File: config.mk
export PLATFORM = sky130hd
export DESIGN_NAME = cbus_arbiter
export DESIGN_NICKNAME = d
export VERILOG_FILES = /design/src/rtl/cbus_arbiter_pkg.sv /design/src/rtl/cbus_arb_select.sv /design/src/rtl/cbus_arbiter.sv
export SDC_FILE = /design/constraint.sdc
export NUM_CORES = 1
export LEC_CHECK = 0
export ABC_AREA = 1
export BUFFER_PORTS_ARGS = -buffer_cell sky130_fd_sc_hd__buf_2
export CAP_MARGIN = 20
export CORE_AREA = 2 2 126 128
export CTS_BUF_LIST = sky130_fd_sc_hd__clkbuf_8
export DETAILED_ROUTE_END_ITERATION = 10
export DIE_AREA = 0 0 128 130
export SLEW_MARGIN = 40
export SYNTH_ARGS = -nofsm -noshare
export SYNTH_HDL_FRONTEND = slang
export SYNTH_HIERARCHICAL = 1
export SYNTH_SLANG_ARGS = --single-unit
File: constraint.sdc
create_clock -name clk -period 1.6 [get_ports clk]
set_clock_uncertainty 0.2 [all_clocks]
set_input_delay 0.08 -clock clk [delete_from_list [all_inputs] [get_ports clk]]
set_output_delay 0.08 -clock clk [all_outputs]
set_load 0.05 [all_outputs]
File: src/rtl/cbus_arbiter_pkg.sv
// cbus_arbiter_pkg
//   Shared cbus types and arbiter constants.
//   cbus_req_t  : upstream/downstream request (valid, direction, address,
//                 beat count, byte strobes, write data).
//   cbus_resp_t : response beat (ready, last, read data).
//   arb_state_t : arbiter FSM state.
//   len counts beats: 0 and 1 both mean a single-beat transaction.
package cbus_arbiter_pkg;

    localparam int CBUS_ARB_MAX_INPUTS = 8;

    typedef struct packed {
        logic        valid;
        logic        is_write;
        logic [31:0] addr;
        logic [3:0]  len;
        logic [3:0]  strobe;
        logic [31:0] data;
    } cbus_req_t;

    typedef struct packed {
        logic        ready;
        logic        last;
        logic [31:0] data;
    } cbus_resp_t;

    typedef enum logic {
        IDLE = 1'b0,
        BUSY = 1'b1
    } arb_state_t;

endpackage

File: src/rtl/cbus_arb_select.sv
// cbus_arb_select
//   Combinational winner search over a request-valid vector.  The search
//   begins at start_i and wraps; the first set bit wins.  start_i = 0 gives
//   plain fixed priority (lowest index first).
//   Ports:
//     valid_i     : one valid bit per requester
//     start_i     : index where the search begins (must be < NUM_INPUTS)
//     winner_o    : winning index (0 when nothing is valid)
//     any_valid_o : at least one requester is valid
module cbus_arb_select
    import cbus_arbiter_pkg::*;
#(
    parameter  int NUM_INPUTS = 2,
    localparam int SEL_W      = $clog2(NUM_INPUTS)
) (
    input  logic [NUM_INPUTS-1:0] valid_i,
    input  logic [SEL_W-1:0]      start_i,
    output logic [SEL_W-1:0]      winner_o,
    output logic                  any_valid_o
);

    logic [SEL_W-1:0] idx;

    always_comb begin
        winner_o    = '0;
        any_valid_o = 1'b0;
        idx         = start_i;
        for (int k = 0; k < NUM_INPUTS; k++) begin
            if (!any_valid_o && valid_i[idx]) begin
                winner_o    = idx;
                any_valid_o = 1'b1;
            end
            // Explicit wrap: NUM_INPUTS need not be a power of two.
            idx = (idx == SEL_W'(NUM_INPUTS - 1)) ? '0 : idx + SEL_W'(1);
        end
    end

endmodule

File: src/rtl/cbus_arbiter.sv
// cbus_arbiter
//   Shares one downstream cbus port between NUM_INPUTS (2..8) requesters.
//   A grant is held for a whole transaction (all burst beats) and released
//   on the beat carrying ready=1 and last=1.  Arbitration costs one IDLE
//   cycle, so consecutive transactions are always separated by one cycle.
//   Build option: define CBUS_ARB_ROUND_ROBIN_EN for round-robin selection
//   (search starts after the previous grant); otherwise fixed priority,
//   lowest index first.
//   Ports:
//     clk    : system clock
//     resetn : asynchronous active-low reset
//     ireqs  : upstream requests, one per requester
//     iresps : upstream responses; only the granted entry is non-zero
//     oreq   : downstream request (granted requester, passed through)
//     oresp  : downstream response
module cbus_arbiter
    import cbus_arbiter_pkg::*;
#(
    parameter int  NUM_INPUTS = 2,
    parameter type req_t      = cbus_req_t,
    parameter type resp_t     = cbus_resp_t
) (
    input  logic  clk,
    input  logic  resetn,
    input  req_t  ireqs  [NUM_INPUTS],
    output resp_t iresps [NUM_INPUTS],
    output req_t  oreq,
    input  resp_t oresp
);

    localparam int SEL_W = $clog2(NUM_INPUTS);

    arb_state_t            state_q;
    logic [SEL_W-1:0]      sel_q;
    logic [NUM_INPUTS-1:0] valid_vec;
    logic [SEL_W-1:0]      start;
    logic [SEL_W-1:0]      winner;
    logic                  any_valid;

    always_comb begin
        valid_vec = '0;
        for (int i = 0; i < NUM_INPUTS; i++) begin
            valid_vec[i] = ireqs[i].valid;
        end
    end

`ifdef CBUS_ARB_ROUND_ROBIN_EN
    logic [SEL_W-1:0] last_sel_q;

    assign start = (last_sel_q == SEL_W'(NUM_INPUTS - 1)) ? '0 : last_sel_q + SEL_W'(1);
`else
    assign start = '0;
`endif

    cbus_arb_select #(
        .NUM_INPUTS (NUM_INPUTS)
    ) u_select (
        .valid_i     (valid_vec),
        .start_i     (start),
        .winner_o    (winner),
        .any_valid_o (any_valid)
    );

    always_ff @(posedge clk or negedge resetn) begin
        if (!resetn) begin
            state_q    <= IDLE;
            sel_q      <= '0;
`ifdef CBUS_ARB_ROUND_ROBIN_EN
            last_sel_q <= '0;
`endif
        end else begin
            case (state_q)
                IDLE: begin
                    if (any_valid) begin
                        sel_q      <= winner;
                        state_q    <= BUSY;
`ifdef CBUS_ARB_ROUND_ROBIN_EN
                        last_sel_q <= winner;
`endif
                    end
                end
                BUSY: begin
                    // Requests arriving on the completing beat wait for IDLE.
                    if (oresp.ready && oresp.last) begin
                        state_q <= IDLE;
                    end
                end
                default: state_q <= IDLE;
            endcase
        end
    end

    // Pure routing: nothing is buffered.  Because state_q resets
    // asynchronously, oreq.valid drops the moment resetn falls.
    always_comb begin
        oreq = '0;
        for (int i = 0; i < NUM_INPUTS; i++) begin
            iresps[i] = '0;
            if (state_q == BUSY && sel_q == SEL_W'(i)) begin
                oreq      = ireqs[i];
                iresps[i] = oresp;
            end
        end
    end

endmodule
==> flow_summary.ini, run 1 <==
[grt]
grt_pass1_wl_um = 16160
first_global_vias = 3353
use_met1_pct = 13.72
grt_max_degree = 61
globalRoute.totalOverflow = 0
grt.busiest_layer = met2
grt_antenna_before_repair = 0
grt_use_met3_pct = 1.599
grt_use_met2_pct = 24.00
grt_usage_pct = 12.03

[critical_path]
kind_of_start_point_of_the_critical_path = flop
worst-setup-path-type = reg -> out
worst-endpoint-arrival_ps = 1430
endpoint_kind = output port
critPathRequiredTime_ps = 1320
critical_path.max_fanout = 8

[routing]
route.detailed.vias_per_inst = 4.315
route.final.wire_length_um = 14820
routed_wire_length_per_instance_um = 16.34
firstDrtPassIters = 4
drt_drc_violations_left = 0
route.vias.total = 3914
initialDrtViolationCount = 198
drtAntennaViolNets = 0

[synthesis]
adder_cell_share_of_the_synthesized_area_pct = 0
netlist-cell-type-count = 13
synth.ff_latch_count = 2
synth.mux.area_fraction_pct = 0
synth_top_family_by_area = simple AND/OR/NAND/NOR gates
postSynthCellCount = 382
yosysWarningCount = 6
synth_compound_area_share_pct = 0.2736
syn-mean-instance-area_um2 = 4.789
synth_nets = 566
yosys.area_share.xor_xnor_pct = 0
ys_seq_area_share_pct = 2.736
netlist_area_before_placement_mm2 = 0.001829
area_fraction_in_and_or_nand_and_nor_cells_after_synthesis_pct = 72.16

[clock_network]
tritoncts.num_buffers = 3
clock-sinks = 2
ctsLongestPathBuffers = 2
clkTransAtPathRegs_ps = 30
clock_tree.root_cell = sky130_fd_sc_hd__clkbuf_8
tritoncts = yes
cts_htree_levels = 1
insertion_delay_ps = 200

[layout]
area_growth_pct = 208.9
final_design_area_no_fill_mm2 = 0.005650
n_antenna_cell = 0
net_count_reported_at_finish = 901
layout-drive-gt1-share_pct = 72.03
filler_cell_count = 1571
instances_no_fill = 907

[placed_design]
place.detailed.instances = 880
port_buffers = 325
gp_congestion = 0.7915
dp_hpwl_um = 7862
placed_cell_area_mm2 = 0.003679

[die]
floorplan.die.width_um = 128
top_level_ports = 326
effective_utilization_at_floorplan_pct = 11.86
coreArea_mm2 = 0.01542
rows = 46
die_h_um = 130
floorplan.die_area_mm2 = 0.01664

[sta]
report.final.setup_viol = 140
timing.final.crit_period_ps = 1711
hold_viol = 0
drv_slew = 0
final.setup.worst_slack_ps = -110.8
grt_setup_unrepaired = true
finalCritPeriodShare_pct = 106.9
fmaxAchievable_mhz = 584.5

[pwr]
power.sequential.fraction_pct = 1.0
power.switching_w = 0.009490
p_comb_share_pct = 97.7
intPower_w = 0.005553
leakagePower_nw = 3.042
clock_power_share_pct = 1.3
worst_ir_drop_vdd_v = 0.001101
share_of_total_power_consumed_by_net_switching_pct = 63.09
power.density_cell_area_mw_per_mm2 = 2662

[outcome]
status = finished with violations
violated_checks = setup timing

[flow_run]
drv.max_cap_violation_count = 0

[min_path]
worst_hold_path_type = in -> async
[cell usage after synthesis]
cell type                 instances  area share (%)
sky130_fd_sc_hd__dfrtp_1          2             2.7
sky130_fd_sc_hd__or2_1            1            0.34
sky130_fd_sc_hd__inv_1           37             7.6
sky130_fd_sc_hd__a21oi_1          1            0.27
sky130_fd_sc_hd__nand2_2          2            0.68
sky130_fd_sc_hd__buf_6           10             6.2
sky130_fd_sc_hd__buf_2           13             3.6
sky130_fd_sc_hd__conb_1           1            0.21
sky130_fd_sc_hd__nand3_1        149              41
sky130_fd_sc_hd__nor2_1          68              14
sky130_fd_sc_hd__inv_4            1            0.34
sky130_fd_sc_hd__buf_4           17             7.0
sky130_fd_sc_hd__nand2_1         80              16
[state kept, by name (all words and copies together), names as in the netlist]
| signal | count |
|---|---|
| state_q | 1 |
| sel_q | 1 |
[repair_timing]
item	CTS	global route
buffers inserted	2	2
gates resized for setup	279	152
hold endpoints to repair	4	0
setup endpoints to repair	141	141
hold buffers	4	0
gates cloned	4	12
pin swaps	0	21
[final timing paths]
path,start,to,slack (ps),cells past startpoint
min in group clk,ireqs[73],sel_q,30,5
hold reg to reg,sel_q,sel_q,610,3
setup / recovery,sel_q,iresps[50],-110,5
setup reg to reg,state_q,sel_q,270,6
hold / removal,resetn,state_q,30,2
max in group asynchronous,resetn,sel_q,1050,2
[layout by cell type, fill, tap and decap left out, types with 2 or more instances in the layout]
master                          instances
sky130_fd_sc_hd__nor2_4                15
sky130_fd_sc_hd__nand2_4                2
sky130_fd_sc_hd__buf_4                 42
sky130_fd_sc_hd__dlygate4sd3_1          4
sky130_fd_sc_hd__dfrtp_4                2
sky130_fd_sc_hd__buf_16                 6
sky130_fd_sc_hd__nand3_2               44
sky130_fd_sc_hd__clkbuf_16              9
sky130_fd_sc_hd__nand2_2               25
sky130_fd_sc_hd__buf_8                 21
sky130_fd_sc_hd__nor2_2                50
sky130_fd_sc_hd__buf_12                 6
sky130_fd_sc_hd__nand2_1               54
sky130_fd_sc_hd__inv_1                 37
sky130_fd_sc_hd__nand3_1               99
sky130_fd_sc_hd__clkbuf_8               3
sky130_fd_sc_hd__buf_6                 98
sky130_fd_sc_hd__nand3_4                6
sky130_fd_sc_hd__nor2_1                 3
sky130_fd_sc_hd__buf_2                184
[power by group through the flow]
stage / sequential, W / combinational [W] / clock (W)
global route: 0.000158 / 0.0153 / 0.000205
CTS: 0.000193 / 0.0123 / 0.000197
detailed placement: 0.000176 / 0.00978 / 0
finish: 0.000154 / 0.0147 / 0.000192
global placement: 0.000167 / 0.00979 / 0
floorplan: 0.0000821 / 0.00788 / 0
[worst max-delay path: stages, from the launching register on]
cell	delay, ps
sky130_fd_sc_hd__dfrtp_4	530
sky130_fd_sc_hd__clkinv_8	140
sky130_fd_sc_hd__nand2_8	90
sky130_fd_sc_hd__clkbuf_16	190
sky130_fd_sc_hd__nor2_2	100
sky130_fd_sc_hd__buf_6	160
[stage by stage]
step	hold slack, ps	util, %	setup WS, ps	total power, W	TNS, ps
3_3_place_gp	-333.1	23.85	13.58	0.009957	0
6_report	25.86	36.63	-110.8	0.01504	-8969
2_1_floorplan	-415.6	-	-102.6	0.007961	-3078
4_1_cts	18.98	30.73	-118.9	0.01266	-10600
5_1_grt	32.30	36.63	-165.6	0.01564	-15410
3_5_place_dp	-329.4	23.85	27.85	0.009956	0
[cell type report]
| cell class | instances | area, µm² | area share [%] |
|---|---|---|---|
| Sequential cell | 2 | 57.56 | 1.019 |
| Timing Repair Buffer | 370 | 3206 | 56.73 |
| Inverter | 38 | 155.1 | 2.746 |
| Clock buffer | 3 | 41.29 | 0.7307 |
| Multi-Input combinational cell | 302 | 1951 | 34.52 |
| Tap cell | 192 | 240.2 | 4.252 |
[logic make-up (layout without fill, tap and decap cells)]
logic type / count (synthesis) / in the layout
other: 1 / 1
AOI/OAI and AO/OA: 1 / 1
DFF: 2 / 2
and+or+nand+nor: 300 / 300
buffers and inverters: 78 / 411
[metal layers]
layer	part of all wire [%]	vias up	wire [µm]
met4	1.7	0	250
met2	52	212	7776
met3	5.8	22	865
met5	0	-	0
met1	40	1784	5926
li1	-	1896	-
(Power assumes the default switching activity.)
==> run 2, diff against run 1 <==
--- a/config.mk
+++ b/config.mk
@@ -10,8 +10,10 @@
 export CAP_MARGIN = 20
 export CORE_AREA = 2 2 126 128
 export CTS_BUF_LIST = sky130_fd_sc_hd__clkbuf_8
+export CTS_CLUSTER_SIZE = 25
 export DETAILED_ROUTE_END_ITERATION = 10
 export DIE_AREA = 0 0 128 130
+export MAX_ROUTING_LAYER = met4
 export SLEW_MARGIN = 40
 export SYNTH_ARGS = -nofsm -noshare
 export SYNTH_HDL_FRONTEND = slang
==> run 2 against run 1 <==
Compared with the run above: critical path depth unchanged; critical path type unchanged; setup slack got worse by 15 ps; largest cell class unchanged; routed wire length decreased by 1.5%; count of clock-buffer cells in the layout is the same; largest power group unchanged; utilization decreased by 0.16 points; hold slack worse by 4.0 ps; global-route usage is 0.33 points higher; the run still ends with setup timing left; die area is the same; sequential power is essentially flat; final area fell by 0.44%; power fell by 0.65%.
==> flow_summary.ini, run 2 (synthesis results as in run 1) <==
[outcome]
status = finished with violations
violated_checks = setup timing

[sta]
fmaxAchievable_mhz = 579.5
drv_slew = 0
report.final.setup_viol = 140
grt_setup_unrepaired = true
final.setup.worst_slack_ps = -125.7
timing.final.crit_period_ps = 1726
fin_worst_hold_slack_ps = 21.81
finalCritPeriodShare_pct = 107.9
hold_viol = 0

[layout]
n_antenna_cell = 0
area_growth_pct = 207.5
final_common_cell = sky130_fd_sc_hd__buf_2
biggestRegsByFlops = sel_q: 1 flops, state_q: 1 flops
final_cell_mix = sky130_fd_sc_hd__buf_2 (184), sky130_fd_sc_hd__nand3_1 (98), sky130_fd_sc_hd__buf_6 (96)
net_count_reported_at_finish = 901
layout-drive-gt1-share_pct = 72.17
post-route-util_pct = 36.47

[grt]
grt_antenna_before_repair = 0
grt_usage_pct = 12.36
grt_pass1_wl_um = 16100
first_global_vias = 3365
grt_max_degree = 61
globalRoute.totalOverflow = 0

[critical_path]
critical_path.max_fanout = 8
reg2reg_slack_ps = 260
kind_of_start_point_of_the_critical_path = flop
worstPathCellList = clkinv_8, nand2_8, clkbuf_16, nor2_2, buf_6
cpMaxStageDelayCell = sky130_fd_sc_hd__dfrtp_4
critPathRequiredTime_ps = 1320
critical_path.max_stage_delay_ps = 530
endpoint_kind = output port
worst-endpoint-arrival_ps = 1450
worst-setup-path-type = reg -> out

[clock_network]
tritoncts.num_buffers = 3
clock_tree.root_cell = sky130_fd_sc_hd__clkbuf_8
clkTransAtPathRegs_ps = 30
tritoncts = yes
ctsLongestPathBuffers = 2
insertion_delay_ps = 200
cts_htree_levels = 1
clock-sinks = 2

[die]
effective_utilization_at_floorplan_pct = 11.86
top_level_ports = 326
rows = 46
floorplan.die_area_mm2 = 0.01664
die_h_um = 130
coreArea_mm2 = 0.01542
floorplan.die.width_um = 128

[pwr]
worst_ir_drop_vdd_v = 0.001132
power.density_cell_area_mw_per_mm2 = 2657
leakagePower_nw = 3.039

[routing]
route.detailed.vias_per_inst = 4.291
drt_drc_violations_left = 0
routed_wire_length_per_instance_um = 16.09
route.final.wire_length_um = 14590
drtAntennaViolNets = 0
route.vias.total = 3892
initialDrtViolationCount = 171
firstDrtPassIters = 4

[placed_design]
gp_congestion = 0.8027
dp_hpwl_um = 7862
port_buffers = 325

[flow_run]
drv.max_cap_violation_count = 0

[min_path]
worst_hold_path_type = in -> reg
-- run 2: cell counts in the layout (fill, tap and decap cells not counted) --
Identical to the previous run, type by type.
-- run 2: area by class of cell --
type | count | area (µm²)
tap | 192 | 240.2
clock buffer | 3 | 41.29
sequential | 2 | 57.56
fill | 1570 | 9799
inverter | 38 | 155.1
timing repair buffer | 370 | 3213
multi-input combinational | 302 | 1918
-- run 2: power by group --
| group | internal (W) | total [W] | switching (W) |
|---|---|---|---|
| clock network | 0.000158 | 0.000192 | 0.0000332 |
| registers | 0.0000916 | 0.000154 | 0.0000628 |
| logic | 0.00530 | 0.0146 | 0.00930 |
-- run 2: final timing paths --
path / from / to / depth (start not counted)
worst max-delay path: sel_q / iresps[35] / 5
worst min-delay path: ireqs[73] / sel_q / 5
worst max register to register: state_q / sel_q / 6
worst min register to register: sel_q / sel_q / 3
max in group asynchronous: resetn / sel_q / 2
min in group asynchronous: resetn / state_q / 2
-- run 2: timing repair --
item / 4_1_cts / 5_1_grt
gates cloned: 4 / 12
hold endpoints to repair: 4 / 0
hold buffers: 4 / 0
resized for setup: 279 / 149
endpoints found under the setup margin: 141 / 141
pin swaps: 0 / 19
buffers inserted: 2 / 2
-- run 2: critical path, delay by kind of cell, from the launching register on --
kind          cells  cell delay, ps
flops             1             530
buf+inv           3             500
simple gates      2             210
-- run 2: layer usage --
metal,up-vias,part of all wire [%],GRT usage [%]
met5,-,0,-
met4,0,1.3,2.327
met3,16,5.7,1.189
met2,203,53,23.84
met1,1775,40,13.90
li1,1898,-,-
-- run 2: through the flow --
step                setup TNS [ps]  std cells  total power (W)  setup slack, ps  instance area, µm²
CTS                         -10600        893          0.01266           -118.9                4741
floorplan                    -3078        382         0.007961           -102.6                1904
finish                       -8764        907          0.01494           -125.7                5625
global route                -15360        907          0.01558           -176.2                5625
detailed placement               0        880         0.009956            27.85                3679
global placement                 0        880         0.009957            13.58                3679
